`config.mk`:
```
export PLATFORM = sky130hd
export DESIGN_NAME = pe_irq_ctrl
export DESIGN_NICKNAME = d
export VERILOG_FILES = /design/src/rtl/pe_irq_pkg.sv /design/src/rtl/pe_irq_edge_cell.sv /design/src/rtl/pe_irq_ctrl.sv
export SDC_FILE = /design/constraint.sdc
export NUM_CORES = 1
export LEC_CHECK = 0
export CORE_ASPECT_RATIO = 1.5
export CORE_UTILIZATION = 44
export DETAILED_ROUTE_END_ITERATION = 16
export PLACE_DENSITY = 0.84
export SYNTH_ARGS = -nofsm -noshare
export SYNTH_HDL_FRONTEND = slang
export SYNTH_HIERARCHICAL = 1
export SYNTH_SLANG_ARGS = --single-unit
export TNS_END_PERCENT = 1
```
`constraint.sdc`:
```
create_clock -name clock -period 5.2 [get_ports clock]
set_clock_uncertainty 0.2 [all_clocks]
set_input_delay 0.78 -clock clock [delete_from_list [all_inputs] [get_ports clock]]
set_output_delay 0.78 -clock clock [all_outputs]
set_load 0.005 [all_outputs]
```
`src/rtl/pe_irq_pkg.sv`:
```
// -----------------------------------------------------------------------------
// pe_irq_pkg
// Shared types, register offsets and helpers for the PE interrupt controller.
//   IRQ_MAX    : widest supported source vector (controller NUM_IRQ is 1..IRQ_MAX)
//   irq_vec_t  : source/pending vector at maximum width
//   REG_*      : byte offsets of the registers from the block base address
//   ID_NONE    : ID register value when no cause bit is set
//   prio_enc() : index of the lowest set bit, or ID_NONE
// -----------------------------------------------------------------------------
package pe_irq_pkg;

    localparam int unsigned IRQ_MAX = 8;

    typedef logic [IRQ_MAX-1:0] irq_vec_t;

    localparam logic [7:0] REG_CAUSE  = 8'h00;
    localparam logic [7:0] REG_MASK   = 8'h10;
    localparam logic [7:0] REG_STATUS = 8'h20;
    localparam logic [7:0] REG_EDGE   = 8'h30;
    localparam logic [7:0] REG_ACK    = 8'h40;
    localparam logic [7:0] REG_ID     = 8'h50;
    localparam logic [7:0] REG_CNT    = 8'h60;
    localparam logic [7:0] REG_CMP    = 8'h70;

    localparam logic [7:0] ID_NONE = 8'hFF;

    // Walk from the top down so the lowest set index is the last one written.
    function automatic logic [7:0] prio_enc(input irq_vec_t vec);
        logic [7:0] id;
        id = ID_NONE;
        for (int i = IRQ_MAX - 1; i >= 0; i--) begin
            if (vec[i]) begin
                id = 8'(i);
            end
        end
        return id;
    endfunction

endpackage

```
`src/rtl/pe_irq_edge_cell.sv`:
```
// -----------------------------------------------------------------------------
// pe_irq_edge_cell
// One interrupt source: previous-value flop for rising-edge detection plus the
// sticky pending bit.
//   clock        : system clock
//   reset        : asynchronous active-low reset
//   i_src        : source level, synchronous to clock
//   i_edge_mode  : 1 = rising-edge mode (sticky until ACK), 0 = level mode
//   i_ack        : acknowledge strobe for this bit (edge mode only)
//   o_pending    : registered pending bit
// -----------------------------------------------------------------------------
module pe_irq_edge_cell (
    input  logic clock,
    input  logic reset,
    input  logic i_src,
    input  logic i_edge_mode,
    input  logic i_ack,
    output logic o_pending
);

    logic r_prev;
    logic r_pending;
    logic w_rise;
    logic w_pending_d;

    // prev resets to 0, so a source already high at reset release yields one edge.
    assign w_rise = i_src & ~r_prev;

    always_comb begin
        w_pending_d = i_src;
        if (i_edge_mode) begin
            // Set wins over a same-cycle acknowledge.
            w_pending_d = (r_pending & ~i_ack) | w_rise;
        end
    end

    always_ff @(posedge clock or negedge reset) begin
        if (!reset) begin
            r_prev    <= 1'b0;
            r_pending <= 1'b0;
        end else begin
            r_prev    <= i_src;
            r_pending <= w_pending_d;
        end
    end

    assign o_pending = r_pending;

endmodule

```
`src/rtl/pe_irq_ctrl.sv`:
```
// -----------------------------------------------------------------------------
// pe_irq_ctrl
// MMIO interrupt controller for one manycore PE, mapped in the INTERNAL region.
// Adds per-source edge/level mode, masking, sticky pending, acknowledge and a
// priority-encoded ID in front of the core's extio_in.
//
// Optional build macro PE_IRQ_TIMER_EN: adds a free-running 32-bit cycle
// counter (0x60, RO) and a compare register (0x70, RW, reset all-ones). A match
// pulses source NUM_IRQ-1, which is then locked into edge mode.
//
// Ports:
//   clock        : system clock
//   reset        : asynchronous active-low reset
//   irq_src_in   : raw interrupt sources, synchronous to clock
//   sel_in       : access targets the INTERNAL region
//   addr_in      : CPU address, bits [1:0] ignored
//   wr_in        : write strobe
//   data_in      : write data (bits above NUM_IRQ ignored for vector registers)
//   data_out     : read data, registered (valid the cycle after the address)
//   irq_out      : registered (pending & mask)
//   irq_any_out  : OR of irq_out
// -----------------------------------------------------------------------------
module pe_irq_ctrl
    import pe_irq_pkg::*;
#(
    parameter int unsigned               MEMORY_WIDTH = 32,
    parameter int unsigned               NUM_IRQ      = 8,
    parameter logic [MEMORY_WIDTH-1:0]   BASE_ADDR    = 'hF0000000
) (
    input  logic                    clock,
    input  logic                    reset,
    input  logic [NUM_IRQ-1:0]      irq_src_in,
    input  logic                    sel_in,
    input  logic [MEMORY_WIDTH-1:0] addr_in,
    input  logic                    wr_in,
    input  logic [MEMORY_WIDTH-1:0] data_in,
    output logic [MEMORY_WIDTH-1:0] data_out,
    output logic [NUM_IRQ-1:0]      irq_out,
    output logic                    irq_any_out
);

    // ------------------------------------------------------------------
    // Address decode: the block spans 256 bytes at BASE_ADDR.
    // ------------------------------------------------------------------
    logic       w_hit;
    logic       w_wr;
    logic [7:0] w_off;

    assign w_hit = sel_in && (addr_in[MEMORY_WIDTH-1:8] == BASE_ADDR[MEMORY_WIDTH-1:8]);
    assign w_off = {addr_in[7:2], 2'b00};
    assign w_wr  = w_hit && wr_in;

    logic w_unused;
    assign w_unused = ^{addr_in[1:0], data_in[MEMORY_WIDTH-1:NUM_IRQ]};

    // ------------------------------------------------------------------
    // Control registers and per-source vectors
    // ------------------------------------------------------------------
    logic [NUM_IRQ-1:0]      r_mask;
    logic [NUM_IRQ-1:0]      r_edge;
    logic [NUM_IRQ-1:0]      r_irq;
    logic [MEMORY_WIDTH-1:0] r_data_out;

    logic [NUM_IRQ-1:0]      w_src;
    logic [NUM_IRQ-1:0]      w_edge_eff;
    logic [NUM_IRQ-1:0]      w_ack;
    logic [NUM_IRQ-1:0]      w_pending;
    logic [NUM_IRQ-1:0]      w_cause;
    irq_vec_t                w_cause_ext;
    logic [7:0]              w_id;
    logic [MEMORY_WIDTH-1:0] w_rdata;

    assign w_ack = (w_wr && (w_off == REG_ACK)) ? data_in[NUM_IRQ-1:0] : '0;

`ifdef PE_IRQ_TIMER_EN
    // ------------------------------------------------------------------
    // Timer: compare match pulses the top source for exactly one cycle per
    // counter wrap; rewriting compare simply moves the next match point.
    // ------------------------------------------------------------------
    logic [31:0] r_count;
    logic [31:0] r_cmp;
    logic        w_match;
    logic        w_unused_edge;

    assign w_match       = (r_count == r_cmp);
    assign w_unused_edge = r_edge[NUM_IRQ-1];

    always_ff @(posedge clock or negedge reset) begin
        if (!reset) begin
            r_count <= '0;
            r_cmp   <= '1;
        end else begin
            r_count <= r_count + 32'd1;
            if (w_wr && (w_off == REG_CMP)) begin
                r_cmp <= data_in[31:0];
            end
        end
    end

    always_comb begin
        w_src                   = irq_src_in;
        w_src[NUM_IRQ-1]        = irq_src_in[NUM_IRQ-1] | w_match;
        w_edge_eff              = r_edge;
        w_edge_eff[NUM_IRQ-1]   = 1'b1;
    end
`else
    assign w_src      = irq_src_in;
    assign w_edge_eff = r_edge;
`endif

    // ------------------------------------------------------------------
    // Per-source edge/level pending cells
    // ------------------------------------------------------------------
    for (genvar g = 0; g < NUM_IRQ; g++) begin : g_cell
        pe_irq_edge_cell u_cell (
            .clock       (clock),
            .reset       (reset),
            .i_src       (w_src[g]),
            .i_edge_mode (w_edge_eff[g]),
            .i_ack       (w_ack[g]),
            .o_pending   (w_pending[g])
        );
    end

    // Masked sources keep latching; they only surface in CAUSE once unmasked.
    assign w_cause = w_pending & r_mask;

    always_comb begin
        w_cause_ext                = '0;
        w_cause_ext[NUM_IRQ-1:0]   = w_cause;
    end

    assign w_id = prio_enc(w_cause_ext);

    // ------------------------------------------------------------------
    // Read mux (registered below for one-cycle read latency)
    // ------------------------------------------------------------------
    always_comb begin
        w_rdata = '0;
        if (w_hit) begin
            case (w_off)
                REG_CAUSE:  w_rdata[NUM_IRQ-1:0] = w_cause;
                REG_MASK:   w_rdata[NUM_IRQ-1:0] = r_mask;
                REG_STATUS: w_rdata[NUM_IRQ-1:0] = irq_src_in;
                REG_EDGE:   w_rdata[NUM_IRQ-1:0] = w_edge_eff;
                REG_ID:     w_rdata[7:0]         = w_id;
`ifdef PE_IRQ_TIMER_EN
                REG_CNT:    w_rdata[31:0]        = r_count;
                REG_CMP:    w_rdata[31:0]        = r_cmp;
`else
                REG_CNT, REG_CMP: w_rdata        = '0;
`endif
                default:    w_rdata              = '0;
            endcase
        end
    end

    always_ff @(posedge clock or negedge reset) begin
        if (!reset) begin
            r_mask     <= '0;
            r_edge     <= '0;
            r_irq      <= '0;
            r_data_out <= '0;
        end else begin
            r_data_out <= w_rdata;
            r_irq      <= w_cause;
            if (w_wr && (w_off == REG_MASK)) begin
                r_mask <= data_in[NUM_IRQ-1:0];
            end
            if (w_wr && (w_off == REG_EDGE)) begin
                r_edge <= data_in[NUM_IRQ-1:0];
            end
        end
    end

    assign data_out    = r_data_out;
    assign irq_out     = r_irq;
    assign irq_any_out = |r_irq;

endmodule

```
# Word-level counts from Yosys, hierarchy flattened
# Index checks and enable logic that the tools add are counted.
dict set report totals {
  regBits 72
  output_inout_bits 41
  elab_cells 93
  inputBits 76
}
dict set report classes {
  bitwise 41
  muxes 19
  n_eq_ne 6
  n_reduce_logical 7
}
# operator count
set op_table {}
lappend op_table {{8-bit two-way mux} 10}
lappend op_table {{8-bit case mux with 5 select lines} 1}
lappend op_table {{24-bit equality test (second input constant)} 1}
lappend op_table {{1-bit AND} 16}
lappend op_table {{1-bit NOT} 16}
lappend op_table {{6-bit by 4-bit equality test with 1-bit output (second input constant)} 2}
lappend op_table {{6-bit by 5-bit equality test with 1-bit output (second input constant)} 2}
lappend op_table {{8-bit AND} 1}
lappend op_table {{8-bit logical NOT} 1}
lappend op_table {{1-bit two-way mux} 8}
lappend op_table {{1-bit OR} 8}
lappend op_table {{8-bit OR reduction} 1}
lappend op_table {{6-bit by 3-bit equality test with 1-bit output (second input constant)} 1}
lappend op_table {{1-bit logical AND} 5}

# Longest topological paths before layout
# Gate-level depths: netlist (run 1).
dict set report logic_depth {
  word_depth 11
  ltp_mapped 5
}

# Hierarchy
# The synthesis (run 1) kept the hierarchy.
# mod area_per_inst_um2 instances seq_area_each_um2 cells_each
set modules_own_cells {}
lappend modules_own_cells {pe_irq_ctrl 1835.5 1 800.8 171}
lappend modules_own_cells {pe_irq_edge_cell 72.6 8 50.0 5}

# Worst setup path before layout (run 1)
# No wires, ideal clock.
dict set report synth_timing {
  path_type {input -> register}
  startpoint {in addr_in[3]}
  endpoint {reg r_mask[0]}
  n_path_buf 0
  arrival_ns 2.291
  path_slack_ns 2.584
  path_stages 4
  path_cell_list {or3_4 -> or4_4 -> nor3_4 -> mux2_2}
}
dict set report synth_between {
  elab_chain_len 2
}
# element line_no
set synth_rtl {}
lappend synth_rtl {{start: declaration} pe_irq_ctrl.sv:34} ;# input logic [MEMORY_WIDTH-1:0] addr_in,
lappend synth_rtl {{6-bit by 3-bit equality test with 1-bit output} pe_irq_ctrl.sv:167} ;# if (w_wr && (w_off == REG_MASK)) begin
lappend synth_rtl {{1-bit logical AND} pe_irq_ctrl.sv:167}
lappend synth_rtl {{end signal: assignment} pe_irq_ctrl.sv:168} ;# r_mask <= data_in[NUM_IRQ-1:0];
lappend synth_rtl {{end: declaration} pe_irq_ctrl.sv:59} ;# logic [NUM_IRQ-1:0] r_mask;
# Every way passes these cells.
# A chain may end at the register's enable or synchronous reset.

# Worst setup path in the final report (run 1)
dict set report layout_timing {
  startpoint {in addr_in[3]}
  endpoint {reg r_edge[6]}
}
dict set report layout_between {
  elab_chain_len 2
}
# element line_no
set layout_rtl {}
lappend layout_rtl {{6-bit by 4-bit equality test with 1-bit output} pe_irq_ctrl.sv:170} ;# if (w_wr && (w_off == REG_EDGE)) begin
lappend layout_rtl {{1-bit logical AND} pe_irq_ctrl.sv:170}
lappend layout_rtl {{end signal: assignment} pe_irq_ctrl.sv:171} ;# r_edge <= data_in[NUM_IRQ-1:0];
lappend layout_rtl {{end: declaration} pe_irq_ctrl.sv:60} ;# logic [NUM_IRQ-1:0] r_edge;
# Every way passes these cells.

==> results of run 1 <==
==> synthesized netlist by cell type, types with 2 or more instances <==
cell type / count / share of area (%)
nor3_1: 2 / 0.41
dfrtp_1: 48 / 50
mux2i_1: 6 / 2.5
o21ai_0: 3 / 0.62
nand2_1: 24 / 3.7
nand3_1: 3 / 0.62
and2_1: 14 / 3.6
clkbuf_1: 2 / 0.31
nand4_1: 2 / 0.52
o2bb2ai_1: 5 / 1.8
nand2b_1: 7 / 1.8
mux2_2: 16 / 7.5
buf_4: 24 / 7.5
nor4b_1: 2 / 0.73
a22oi_1: 6 / 1.9
nor2_1: 6 / 0.93
nor4_1: 5 / 1.3
a21oi_1: 9 / 1.9
o2bb2ai_2: 8 / 5.0
inv_1: 3 / 0.47
==> worst max-delay path, stage by stage <==
cell	delay [ps]
clkdlybuf4s50_1	450
nor4_4	580
and3_1	410
nor4b_4	600
mux2_2	410
==> worst paths after layout <==
| kind | end | depth (start not counted) |
|---|---|---|
| max | r_edge[6] | 5 |
| min | g_cell[1].u_cell/o_pending | 2 |
| max reg2reg | data_out[4] | 4 |
| min reg2reg | g_cell[1].u_cell/o_pending | 2 |
| max in group asynchronous | g_cell[6].u_cell/o_pending | 1 |
| min in group asynchronous | g_cell[1].u_cell/o_pending | 1 |
==> through the flow <==
stage               cell area, sq um  setup WS, ps  std cells
floorplan                       2500          2580        234
global placement                3040          1690        341
detailed placement              3040          1650        341
CTS                             3170          1970        349
global route                    3170          1880        349
finish                          3170          1960        349
==> final cells by class <==
class	instances	area, sq um
Fill cell	451	2030
Multi-Input combinational cell	156	1090
Sequential cell	48	1200
Clock inverter	1	30.0
Inverter	3	11.3
Tap cell	68	85.1
Timing Repair Buffer	66	656
Clock buffer	7	96.3
==> power by group <==
part           total [mW]  internal (mW)  leakage, nW  switching (mW)
Clock               0.287          0.170       0.0645           0.117
Sequential          0.384          0.379        0.634         0.00433
Combinational      0.0730         0.0422        0.660          0.0308
==> kinds of logic (layout without fill, tap and decap cells) <==
kind of cell,Yosys count,count (layout),share of synthesized area (%)
AO/OA/AOI/OAI,34,34,12.3
multiplexers,22,22,9.94
flip-flops,48,48,49.7
buffers and inverters,30,77,8.70
AND/OR/NAND/NOR,76,76,19.2
other,1,24,0.155
==> per-layer routing <==
layer | GRT usage, % | vias up | routed length (um) | part of all wire [%]
met2 | 33.0 | 101 | 2660 | 55
met3 | 2.96 | 8 | 266 | 5.5
met4 | 7.75 | 0 | 87 | 1.8
li1 | - | 844 | - | -
met1 | 20.7 | 885 | 1860 | 38
met5 | 0 | - | 0 | 0
==> flip-flops by register name, summed over array words and instances, names as in the netlist <==
| name | count |
|---|---|
| irq_out | 8 |
| g_cell.u_cell/o_pending | 8 |
| r_edge | 8 |
| data_out | 8 |
| g_cell.u_cell/r_prev | 8 |
| r_mask | 8 |
==> out/summary.txt, run 1 <==
Clock Path Buffers: 2
Via count: 1,838
Sink Count: 48
Reg2reg setup slack: 3120 ps
CTS H-tree lvls: 2
Mapped Area: 0.00242 sq mm
Outcome: complete, no violations
CTS root buffer: clkbuf_8
Final Max Slew Viols: 0
Clk_lat worst skew: 300 ps
DRT Wirelength: 4880 um
RSZ-0062 raised after global routing: false
Synth unique cells: 36
Most common cell after layout, fill and taps aside: clkdlybuf4s50_1
Clock buffers created by TritonCTS: 5
# setup viols final: 0
DRT antenna net count: 0
Std-Cell Rows: 32
Yosys Warn Count: 6
Synth Flop Type: dfrtp_1
Height of the die: 92.8 um
Total track usage: 18.1%
First-pass GRT wire length: 8230 um
Number of remaining DRC errors: 0
Clock transition at the registers of the reported paths: 90 ps
Hold Slack: 324 ps
Antenna violations before repair: 0
Final Net Count: 356
WP data required: 5190 ps
Part of the cycle the worst path needs: 62.4%
Pwr Density: 234 mW/mm^2
Crit Path Max Fanout: 9
Die X: 62.5 um
Core area: 0.00520 sq mm
Data arrival, critical path: 3230 ps
Tmin final: 3240 ps
Most frequent cells in the layout: 65 x clkdlybuf4s50_1, 48 x dfrtp_1, 24 x nand2_1, 24 x conb_1, 16 x mux2_2
Routability cong.: 0.832
Vias per inst: 5.27
Setup bufs post-CTS: 0
Area delta synth->final: 31.2%
CP startpoint kind: input port
Number of flops mapped to enable cells by yosys: 0
Initial core utilization: 46.4%
Number of inserted diodes: 0
Critical Path Start: addr_in[3]
Grt ovf: 0
Num ports: 117
Largest net degree at the start of global routing: 49
Die area: 0.00580 sq mm
Share of cells above drive strength 1: 14.2%
Cts hold-fix bufs: 0
Sequential fraction of the synthesis area: 49.7%
HP Start: g_cell[1].u_cell/r_prev
Hpwl dp: 3750 um
HP Class: reg -> reg
Synth async-reset ratio: 100%
Final Hold Fails: 0
Peak VDD IR: 159 uV
Setup TNS: 0 ps
DR WL/cell: 14.0 um
Nature of the critical path endpoint: register
Relative slew slack: 31.6%
Mapped Cells: 211
CTS tree: built
First drt pass iteration count: 4
Setup CP Type: in -> reg
Starting DRT DRC Count: 28
P_leak: 1.36 nW
Number of port buffers: 66
Flops & latches, synth: 48
Pwr Total: 0.743 mW
Slew @ Worst Pin: 1030 ps
Layout Utilization: 60.9%
Max Clk Rate: 0.308 GHz
Vias in the first global route: 1,789
Max-cap violations: 0
Syn_area_per_cell: 11.5 sq um
Worst r2r src: g_cell[0].u_cell/o_pending
CTS resizes: 0
No activity file was read; power rests on OpenSTA's default activity.
==> run 2, diff against run 1 <==
--- a/config.mk
+++ b/config.mk
@@ -6,9 +6,9 @@
 export NUM_CORES = 1
 export LEC_CHECK = 0
 export CORE_ASPECT_RATIO = 1.5
-export CORE_UTILIZATION = 44
+export CORE_UTILIZATION = 41
 export DETAILED_ROUTE_END_ITERATION = 16
-export PLACE_DENSITY = 0.84
+export PLACE_DENSITY = 0.79
 export SYNTH_ARGS = -nofsm -noshare
 export SYNTH_HDL_FRONTEND = slang
 export SYNTH_HIERARCHICAL = 1
==> constraint.sdc (replaced) <==
create_clock -name clock -period 3.2 [get_ports clock]
set_clock_uncertainty 0.2 [all_clocks]
set_input_delay 0.48 -clock clock [delete_from_list [all_inputs] [get_ports clock]]
set_output_delay 0.48 -clock clock [all_outputs]
set_load 0.005 [all_outputs]
==> run 2 against run 1 <==
  * Cell count rose by 2.3%
  * Clock power grew 31%
  * Worst hold slack lost 180 ps
  * Die area increased by 7.1%
  * Non-clock buffer count up 7
  * Critical endpoint is now r_mask[6]
==> out/summary.txt, run 2 (synthesis results as in run 1) <==
Clock transition at the registers of the reported paths: 80 ps
RR Endpoint: data_out[4]
Number of remaining DRC errors: 0
P_sw: 0.240 mW
# setup viols final: 0
CP startpoint kind: input port
Number of inserted diodes: 0
DRT antenna net count: 0
Hpwl dp: 3890 um
Nature of the critical path endpoint: register
Die X: 64.7 um
Clock buffers created by TritonCTS: 5
Vias per inst: 5.16
Final Net Count: 363
Height of the die: 96.0 um
WP data required: 3180 ps
Die area: 0.00621 sq mm
Routability cong.: 0.785
Cells on worst reg2reg path: 5
Max-cap violations: 0
Final Hold Fails: 0
Core area: 0.00557 sq mm
CTS root buffer: clkbuf_8
Setup CP Type: in -> reg
Peak VDD IR: 183 uV
Most frequent cells in the layout: 65 x clkdlybuf4s50_1, 48 x dfrtp_1, 24 x nand2_1, 24 x conb_1, 16 x mux2_2
Total track usage: 17.7%
Relative slew slack: 32.5%
Comb pwr share: 10.7%
Clock Path Buffers: 2
HP Class: in -> async
Seq pwr share: 55.7%
Cts hold-fix bufs: 0
Initial core utilization: 43.3%
Largest net degree at the start of global routing: 49
CTS tree: built
Sink Count: 48
Reg2reg setup slack: 1320 ps
P_leak: 1.38 nW
Clk_lat worst skew: 300 ps
Grt ovf: 0
Data arrival, critical path: 2680 ps
Num ports: 117
Outcome: complete, no violations
Vias in the first global route: 1,787
Antenna violations before repair: 0
P_int: 0.879 mW
Setup bufs post-CTS: 0
Sw Share: 21.5%
Layout Utilization: 57.3%
Area delta synth->final: 32.3%
CTS resizes: 0
Max Clk Rate: 0.371 GHz
Std-Cell Rows: 33
Worst r2r src: g_cell[0].u_cell/o_pending
Share of cells above drive strength 1: 16.0%
Starting DRT DRC Count: 39
RSZ-0062 raised after global routing: false
Via count: 1,842
Tmin final: 2700 ps
Final Max Slew Viols: 0
CTS H-tree lvls: 2
Most common cell after layout, fill and taps aside: clkdlybuf4s50_1
DR WL/cell: 13.6 um
First drt pass iteration count: 4
Clk pwr share: 33.6%
Slew @ Worst Pin: 1010 ps
Critical Path Start: addr_in[3]
DRT Wirelength: 4870 um
Crit Path Max Fanout: 8
Part of the cycle the worst path needs: 84.3%
Number of port buffers: 66
Setup TNS: 0 ps
First-pass GRT wire length: 8190 um
Pwr Density: 350 mW/mm^2
## run 2: per-layer routing
metal | vias to the layer above | track usage [%] | part of all wire [%]
met3 | 8 | 3.08 | 6.1
met4 | 0 | 9.26 | 2.5
met1 | 876 | 19.5 | 39
li1 | 856 | - | -
met2 | 102 | 32.3 | 53
met5 | - | 0 | 0
## run 2: worst max-delay path, cell delays in order
cell and delay, ps:
clkdlybuf4s50_1 470, or3_4 430, or4_4 500, nor3_4 410
mux2_2 390
## run 2: power groups by stage
| stage | Clock [mW] | Combinational, mW | Sequential [mW] |
|---|---|---|---|
| after floorplan | 0 | 0.0548 | 0.633 |
| after global placement | 0 | 0.119 | 0.634 |
| after detailed placement | 0 | 0.121 | 0.635 |
| after CTS | 0.390 | 0.121 | 0.623 |
| after global routing | 0.412 | 0.132 | 0.624 |
| final | 0.376 | 0.120 | 0.623 |
## run 2: how the worst max path moves through the flow
stage                            to  cells past startpoint
final                     r_mask[6]                      5
after floorplan           r_mask[0]                      4
after global placement    r_mask[7]                      5
after detailed placement  r_mask[1]                      5
after global routing      r_mask[6]                      5
after CTS                 r_mask[6]                      5
## run 2: final cells by class
type / instances / area, sq um
Multi-Input combinational cell: 156 / 1090
Clock buffer: 7 / 96.3
Fill cell: 502 / 2380
Timing Repair Buffer: 73 / 708
Sequential cell: 48 / 1200
Inverter: 3 / 11.3
Tap cell: 70 / 87.6
## run 2: stage by stage
step	power [mW]	worst slack, ps	hold WS [ps]	area [sq um]	cells
floorplan	0.687	884	-15.6	2500	234
global placement	0.753	230	299	3100	350
detailed placement	0.756	191	315	3100	350
CTS	1.13	512	188	3200	357
global route	1.17	445	249	3200	357
finish	1.12	503	145	3200	357
==> run 3, diff against run 2 <==
==> constraint.sdc (replaced) <==
create_clock -name clock -period 2.7 [get_ports clock]
set_clock_uncertainty 0.2 [all_clocks]
set_input_delay 0.405 -clock clock [delete_from_list [all_inputs] [get_ports clock]]
set_output_delay 0.405 -clock clock [all_outputs]
set_load 0.005 [all_outputs]
==> run 3 against run 2 <==
  * Global-route usage up 0.41 points
  * First-iteration DRC count is 7.7% lower
  * Final area rose by 2.8%
  * Utilization up 1.6 points
  * Sequential cell count unchanged
==> out/summary.txt, run 3 (synthesis results as in run 1) <==
Num ports: 117
Share of cells above drive strength 1: 17.8%
WL met1: 1870 um
HP Class: reg -> reg
Vias per inst: 5.10
Outcome: complete, no violations
Core area: 0.00557 sq mm
Finished Layout Cells: 367
Most frequent cells in the layout: 65 x clkdlybuf4s50_1, 48 x dfrtp_1, 24 x nand2_1, 24 x conb_1, 16 x mux2_2
Final Hold Fails: 0
DR WL/cell: 13.5 um
Final worst setup slack: 289 ps
Final Net Count: 372
P_leak: 1.43 nW
WP data required: 2680 ps
Largest net degree at the start of global routing: 49
CTS H-tree lvls: 2
Placed instance count: 358
Initial core utilization: 43.3%
Routed length on met3: 262 um
Nature of the critical path endpoint: register
First-pass GRT wire length: 8340 um
Final Max Slew Viols: 0
Multi-input combinational cell area: 0.00109 sq mm
CP startpoint kind: input port
Number of remaining DRC errors: 0
Vias in the first global route: 1,871
Hold Slack: 325 ps
Routability cong.: 0.809
RSZ-0062 raised after global routing: false
Clock transition at the registers of the reported paths: 80 ps
First drt pass iteration count: 4
Clock Path Buffers: 2
DRT Wirelength: 4960 um
Fill cell count: 469
Design Area, Final: 0.00328 sq mm
Seq. cell area: 0.00120 sq mm
Layout Utilization: 58.9%
Max Clk Rate: 0.415 GHz
Wire length on met2: 2720 um
Data arrival, critical path: 2390 ps
Std-Cell Rows: 33
Grt ovf: 0
Max-cap violations: 0
CTS root buffer: clkbuf_8
Part of the cycle the worst path needs: 89.3%
Die X: 64.7 um
Most common cell after layout, fill and taps aside: clkdlybuf4s50_1
Height of the die: 96.0 um
Crit Path Max Fanout: 8
# setup viols final: 0
Top sig layer: met4
Peak VDD IR: 224 uV
Sink Count: 48
Place WS: -32.3 ps
Total track usage: 18.1%
Pwr Density: 401 mW/mm^2
CTS tree: built
Setup bufs post-CTS: 0
Clk_lat worst skew: 300 ps
Setup TNS: 0 ps
Via count: 1,873
Number of port buffers: 66
DRT antenna net count: 0
Area delta synth->final: 35.9%
Tmin final: 2410 ps
Setup CP Type: in -> reg
Die area: 0.00621 sq mm
Clock buffers created by TritonCTS: 5
Pwr Total: 1.32 mW
Number of inserted diodes: 0
Antenna violations before repair: 0
Starting DRT DRC Count: 36
Hpwl dp: 3940 um
Placed Area: 0.00318 sq mm
==> run 3: final cells by class <==
| cell class | instances | share of cell area, % |
|---|---|---|
| repair buffers | 82 | 24.5 |
| well taps | 70 | 2.67 |
| flip-flops and latches | 48 | 36.6 |
| inverters | 3 | 0.343 |
| multi-input cells | 156 | 33.2 |
| clock buffers | 8 | 2.74 |
==> run 3: final timing paths <==
check                           slack (ps)                          to  cells past startpoint                        from
min in group asynchronous              450                   r_mask[1]                      3                       reset
worst min-delay path                   320  g_cell[4].u_cell/o_pending                      2     g_cell[4].u_cell/r_prev
worst max-delay path                   290                   r_mask[6]                      6                  addr_in[3]
worst min register to register         320  g_cell[4].u_cell/o_pending                      2     g_cell[4].u_cell/r_prev
max in group asynchronous             1630                   r_edge[6]                      3                       reset
worst max register to register         810                 data_out[3]                      4  g_cell[0].u_cell/o_pending
==> run 3: metal layers <==
| layer | GRT usage, % | vias to the layer above |
|---|---|---|
| met3 | 2.96 | 9 |
| met2 | 34.7 | 90 |
| met5 | 0 | - |
| met4 | 8.15 | 0 |
| met1 | 19.1 | 899 |
| li1 | - | 875 |
==> run 3: what timing repair did <==
action / CTS / global route
hold buffers: 1 / 0
gates resized for setup: 0 / 0
endpoints found under the hold margin: 48 / 0
==> run 3: critical path: stages <==
cell,delay (ps)
clkdlybuf4s50_1,420
or3_4,410
or4_4,500
nor3_4,160
buf_12,150
mux2_2,330
==> run 3: where the power goes <==
group	switching [mW]	internal, mW
Clock	0.219	0.209
Sequential	0.00774	0.730
Combinational	0.0598	0.0911
